**src/rtl/sw_host.sv**
```systemverilog
// sw_host: feeds operands onto a processor switch bus with a timed handshake, samples LedIn after every OPS_PER_RESULT operands.
// Optional SW_HOST_STABLE_CHECK_EN adds Unstable: LedIn differed between the last SETTLE cycle and CAPTURE.
module sw_host #(
  parameter int HOLD_CYCLES    = 4,
  parameter int OPS_PER_RESULT = 2,
  parameter int RESULT_WAIT    = 16
) (
  input  logic       Clock,
  input  logic       nReset,
  input  logic [7:0] OpData,
  input  logic       OpValid,
  output logic       OpReady,
  output logic [9:0] SwOut,
  input  logic [7:0] LedIn,
  output logic [7:0] Result,
  output logic       ResultValid,
`ifdef SW_HOST_STABLE_CHECK_EN
  output logic       Unstable,
`endif
  output logic       Busy
);

  typedef enum logic [2:0] {
    IDLE,
    RELEASE,
    WAIT_OP,
    HS_HIGH,
    HS_LOW,
    SETTLE,
    CAPTURE
  } state_t;

  // Phase counters hold "cycles remaining minus one" so a phase of N cycles ends when the counter reads zero.
  localparam logic [7:0] REL_LOAD  = 8'd1;
  localparam logic [7:0] HOLD_LOAD = 8'(HOLD_CYCLES - 1);
  localparam logic [7:0] WAIT_LOAD = 8'(RESULT_WAIT - 1);
  localparam logic [3:0] OPS_LAST  = 4'(OPS_PER_RESULT);

  state_t     state;
  state_t     state_nxt;
  logic [7:0] hcnt;
  logic [7:0] hcnt_nxt;
  logic [3:0] opcnt;
  logic [3:0] opcnt_nxt;
  logic [3:0] opcnt_inc;
  logic [7:0] data_q;
  logic       run_q;
  logic       accept;
  logic       phase_end;

  assign opcnt_inc = opcnt + 4'd1;
  assign phase_end = (hcnt == 8'd0);

  always_comb begin
    state_nxt = state;
    hcnt_nxt  = hcnt;
    opcnt_nxt = opcnt;
    accept    = 1'b0;
    case (state)
      IDLE: begin
        state_nxt = RELEASE;
        hcnt_nxt  = REL_LOAD;
      end
      RELEASE: begin
        if (phase_end) begin
          state_nxt = WAIT_OP;
          hcnt_nxt  = 8'd0;
        end else begin
          hcnt_nxt = hcnt - 8'd1;
        end
      end
      WAIT_OP: begin
        if (OpValid) begin
          accept    = 1'b1;
          state_nxt = HS_HIGH;
          hcnt_nxt  = HOLD_LOAD;
        end
      end
      HS_HIGH: begin
        if (phase_end) begin
          state_nxt = HS_LOW;
          hcnt_nxt  = HOLD_LOAD;
        end else begin
          hcnt_nxt = hcnt - 8'd1;
        end
      end
      HS_LOW: begin
        if (phase_end) begin
          if (opcnt_inc == OPS_LAST) begin
            opcnt_nxt = 4'd0;
            state_nxt = SETTLE;
            hcnt_nxt  = WAIT_LOAD;
          end else begin
            opcnt_nxt = opcnt_inc;
            state_nxt = WAIT_OP;
            hcnt_nxt  = 8'd0;
          end
        end else begin
          hcnt_nxt = hcnt - 8'd1;
        end
      end
      SETTLE: begin
        if (phase_end) begin
          state_nxt = CAPTURE;
          hcnt_nxt  = 8'd0;
        end else begin
          hcnt_nxt = hcnt - 8'd1;
        end
      end
      CAPTURE: begin
        state_nxt = WAIT_OP;
        hcnt_nxt  = 8'd0;
      end
      default: begin
        state_nxt = IDLE;
        hcnt_nxt  = 8'd0;
      end
    endcase
  end

  always_ff @(posedge Clock or negedge nReset) begin
    if (!nReset) begin
      state       <= IDLE;
      hcnt        <= 8'd0;
      opcnt       <= 4'd0;
      data_q      <= 8'h00;
      run_q       <= 1'b0;
      Result      <= 8'h00;
      ResultValid <= 1'b0;
    end else begin
      state       <= state_nxt;
      hcnt        <= hcnt_nxt;
      opcnt       <= opcnt_nxt;
      ResultValid <= (state == CAPTURE);
      if (accept) begin
        data_q <= OpData;
      end
      // Run bit rises with the RELEASE -> WAIT_OP transition and only reset clears it.
      if (state == RELEASE && phase_end) begin
        run_q <= 1'b1;
      end
      if (state == CAPTURE) begin
        Result <= LedIn;
      end
    end
  end

`ifdef SW_HOST_STABLE_CHECK_EN
  logic [7:0] settle_q;

  always_ff @(posedge Clock or negedge nReset) begin
    if (!nReset) begin
      settle_q <= 8'h00;
      Unstable <= 1'b0;
    end else begin
      if (state == SETTLE && phase_end) begin
        settle_q <= LedIn;
      end
      Unstable <= (state == CAPTURE) && (LedIn != settle_q);
    end
  end
`endif

  assign OpReady = (state == WAIT_OP);
  assign Busy    = (state != IDLE);
  assign SwOut   = {run_q, (state == HS_HIGH), data_q};

endmodule
```
**config.mk**
```make
export PLATFORM = sky130hd
export DESIGN_NAME = sw_host
export DESIGN_NICKNAME = d
export VERILOG_FILES = /design/src/rtl/sw_host.sv
export SDC_FILE = /design/constraint.sdc
export NUM_CORES = 1
export LEC_CHECK = 0
export ABC_AREA = 0
export BUFFER_PORTS_ARGS = -buffer_cell sky130_fd_sc_hd__buf_2
export CAP_MARGIN = 10
export CORE_MARGIN = 5
export CORE_UTILIZATION = 25
export DETAILED_ROUTE_END_ITERATION = 8
export GPL_TIMING_DRIVEN = 0
export PLACE_DENSITY = 0.52
export SYNTH_ARGS = -nofsm -noshare
export SYNTH_HDL_FRONTEND = slang
export SYNTH_SLANG_ARGS = --single-unit
```
**constraint.sdc**
```tcl
create_clock -name Clock -period 2.43 [get_ports Clock]
set_clock_uncertainty 0.05 [all_clocks]
set_input_delay 0.1215 -clock Clock [delete_from_list [all_inputs] [get_ports Clock]]
set_output_delay 0.1215 -clock Clock [all_outputs]
set_load 0.005 [all_outputs]
```
==> impl_metrics.env <==
export IMPL_clkSlewWorstSetupHoldPaths_ns=0.07
export IMPL_power_total_mw=1.02
export IMPL_cts_root_buf="clkbuf_8"
export IMPL_ir_worst_vdd_mv=0.317
export IMPL_maxCapViolCount=0
export IMPL_post_cts_buffers=0
export IMPL_sw_frac_of_total_pct=22.9
export IMPL_synthToLayoutAreaGrowth_pct=28.3
export IMPL_postSynthRegisterBits=33
export IMPL_port_buffers=39
export IMPL_worstPathArrival_ns=2.32
export IMPL_wl_per_cell_um=13.2
export IMPL_die_x_um=92.2
export IMPL_grt_start_max_net_pins=34
export IMPL_synth_area_leader_cell="dfrtp_1"
export IMPL_dp_hpwl_mm=2.69
export IMPL_start_util_pct=25.3
export IMPL_seq_area_um2=826
export IMPL_pin_count=40
export IMPL_cts_max_level=2
export IMPL_outcome="finished clean"
export IMPL_cts_sinks=33
export IMPL_grt_total_usage_pct=9.82
export IMPL_synth_async_sr_flop_share_pct=100
export IMPL_grtUsageMet2_pct=15.6
export IMPL_clock_path_buffers=2
export IMPL_seq_area_frac_synth_pct=48.9
export IMPL_min_path_type="in -> reg"
export IMPL_cts_resized=0
export IMPL_synth_main_ff_cell="dfrtp_1"
export IMPL_ant_nets=0
export IMPL_syn_inst=153
export IMPL_rows=30
export IMPL_seqPwrFrac_pct=55.0
export IMPL_p_int_mw=0.784
export IMPL_critPathKind="reg -> reg"
export IMPL_cts_buffers=5
export IMPL_antenna_found_initial=0
export IMPL_synth_area_mm2=0.00169
export IMPL_crit_path_end_kind="register"
export IMPL_die_area_mm2=0.00851
export IMPL_synth_top_cell_area_share_pct=48.9
export IMPL_dp_cells=272
export IMPL_grt_use_met3_pct=2.71
export IMPL_drive_above_1_share_pct=29.0
export IMPL_drcViolationCount=0
export IMPL_syn_nets=176
export IMPL_clock_fmax_ghz=0.457
export IMPL_busiest_layer="met2"
export IMPL_dr_pass1_iters=4
export IMPL_place_gp_congestion=0.744
export IMPL_comb_power_share_pct=5.0
export IMPL_ys_top_cells_by_area="dfrtp_1 49%, mux2_1 5.3%, mux2_2 5.3%, ha_1 3.0%, nor2_1 2.2%"
export IMPL_avgViaCountPerCell=4.77
export IMPL_clk_latency_ns=0.29
export IMPL_critPathMaxFanout=6
export IMPL_final_setup_viol_count=0
export IMPL_final_nets=232
export IMPL_synth_avg_cell_area_um2=11.0
export IMPL_cts_tree="done"
export IMPL_grt_pass1_vias=1438
export IMPL_min_period_ns=2.19
export IMPL_p_sw_mw=0.232
export IMPL_hold_depth=2
export IMPL_final_util_pct=32.5
export IMPL_ys_warn_count=0
export IMPL_rsz0062_at_grt="false"
export IMPL_route_vias_total=1384
export IMPL_routed_wl_mm=3.83
export IMPL_critPathLaunchType="register"
export IMPL_final_cells=290
export IMPL_relSlewSlack_pct=49.4
export IMPL_grt_pass1_wl_mm=6.76
export IMPL_grt_use_met1_pct=12.9
export IMPL_p_clk_share_pct=40.0
export IMPL_leakage_nw=1.05
export IMPL_worst_pin_slew_ns=0.759
export IMPL_synth_distinct_cells=51
export IMPL_die_h_um=92.2
export IMPL_cp_required_ns=2.56
export IMPL_holdWs_ns=0.0113
export IMPL_synth_edff_count=0
export IMPL_power_density_mw_per_mm2=469
export IMPL_slew_viol_final=0
export IMPL_hold_violations=0
export IMPL_fin_crit_sh_pct=90.1
export IMPL_overflow=0
export IMPL_nFillCells=705
export IMPL_num_antenna_cells=0
export IMPL_multiInputGateArea_um2=813
export IMPL_setup_tns_ns=0
export IMPL_core_area_mm2=0.00668
export IMPL_r2r_cells=7
export IMPL_drt_iter0_markers=18
## area by class of cell
class	count	share of cell area [%]
inverter	6	1.04
timing repair buffer	49	13.6
buffer	6	1.33
sequential	33	38.1
clock inverter	2	0.462
multi-input combinational	108	37.5
tap	80	4.62
clock buffer	6	3.35
## cell families (layout without fill, tap and decap cells)
logic type,count (synthesis),in the layout,share of synthesized area (%)
mux,17,17,11.3
fa+ha+maj,4,4,2.96
buf+inv,12,69,3.03
simple gates,47,47,16.1
xor+xnor,2,2,1.04
flops,33,33,48.9
compound gates,38,38,16.8
## sequential cells by signal, summed over array words and instances (netlist names)
register     cells
Result           8
ResultValid      1
data_q           8
hcnt             8
opcnt            4
run_q            1
state            3
## through the flow
stage	worst slack (ns)	area, um2
2_1_floorplan	0.564	1690
3_3_place_gp	0.283	1990
3_5_place_dp	0.239	1990
4_1_cts	0.218	2170
5_1_grt	0.0457	2170
6_report	0.241	2170
## synth_stat cells (2+ instances only)
cell type,count
a21o_1,4
clkbuf_1,3
ha_1,4
a22o_1,2
mux2_1,8
o21ai_0,3
nor2_1,10
buf_2,2
mux2_2,8
or4_1,2
a21oi_1,6
nand2_1,6
and2_1,2
nand2b_1,4
nand3_1,6
o21ai_1,3
o21a_1,2
inv_1,6
dfrtp_1,33
a31o_1,2
nor3b_1,3
nor3_1,5
## layout by cell type (no fill, tap or decap), drive strengths merged, types with 3 or more instances in the layout
| cell | synthesis | routed |
|---|---|---|
| nor2 | 10 | 10 |
| a21oi | 6 | 6 |
| buf | 3 | 42 |
| nand2b | 4 | 4 |
| ha | 4 | 4 |
| clkbuf | 3 | 9 |
| nand2 | 6 | 6 |
| dfrtp | 33 | 33 |
| nor3b | 3 | 3 |
| inv | 6 | 6 |
| o21ai | 6 | 6 |
| a22o | 3 | 3 |
| nand3 | 6 | 6 |
| a21o | 4 | 4 |
| mux2 | 16 | 16 |
| nor3 | 5 | 5 |
| dlygate4sd3 | 0 | 10 |
| or4 | 3 | 3 |
## critical path: stages (launching register included)
cell and delay, ns:
dfrtp_1 0.43, inv_1 0.13, ha_1 0.15, nor3b_1 0.60, and2_1 0.22, buf_2 0.16, o21ai_0 0.09, a22o_1 0.25
## routing by layer
| metal | share of wire [%] | wire [um] |
|---|---|---|
| met5 | 0 | 0 |
| met4 | 1.2 | 46 |
| met3 | 5.2 | 198 |
| met2 | 46 | 1740 |
| met1 | 48 | 1840 |
## power by group through the flow
stage	logic [mW]	clock network, mW	registers, mW
6_report	0.0511	0.407	0.559
5_1_grt	0.0591	0.448	0.559
4_1_cts	0.0528	0.428	0.558
3_5_place_dp	0.0408	0	0.569
3_3_place_gp	0.0401	0	0.569
2_1_floorplan	0.00601	0	0.570
## final timing paths
check                           startpoint         to  slack, ns
min in group asynchronous           nReset   opcnt[3]       0.39
worst min-delay path              LedIn[3]  Result[3]       0.01
worst max-delay path               hcnt[0]   state[1]       0.24
max in group asynchronous           nReset  data_q[3]       1.45
worst min register to register       run_q      run_q       0.43
worst max register to register     hcnt[0]   state[1]       0.24
## repair_timing
action / in CTS / in global routing
setup endpoints to repair: 0 / 0
hold buffers: 10 / 0
endpoints found under the hold margin: 42 / 0
No activity file was read; power rests on OpenSTA's default activity.
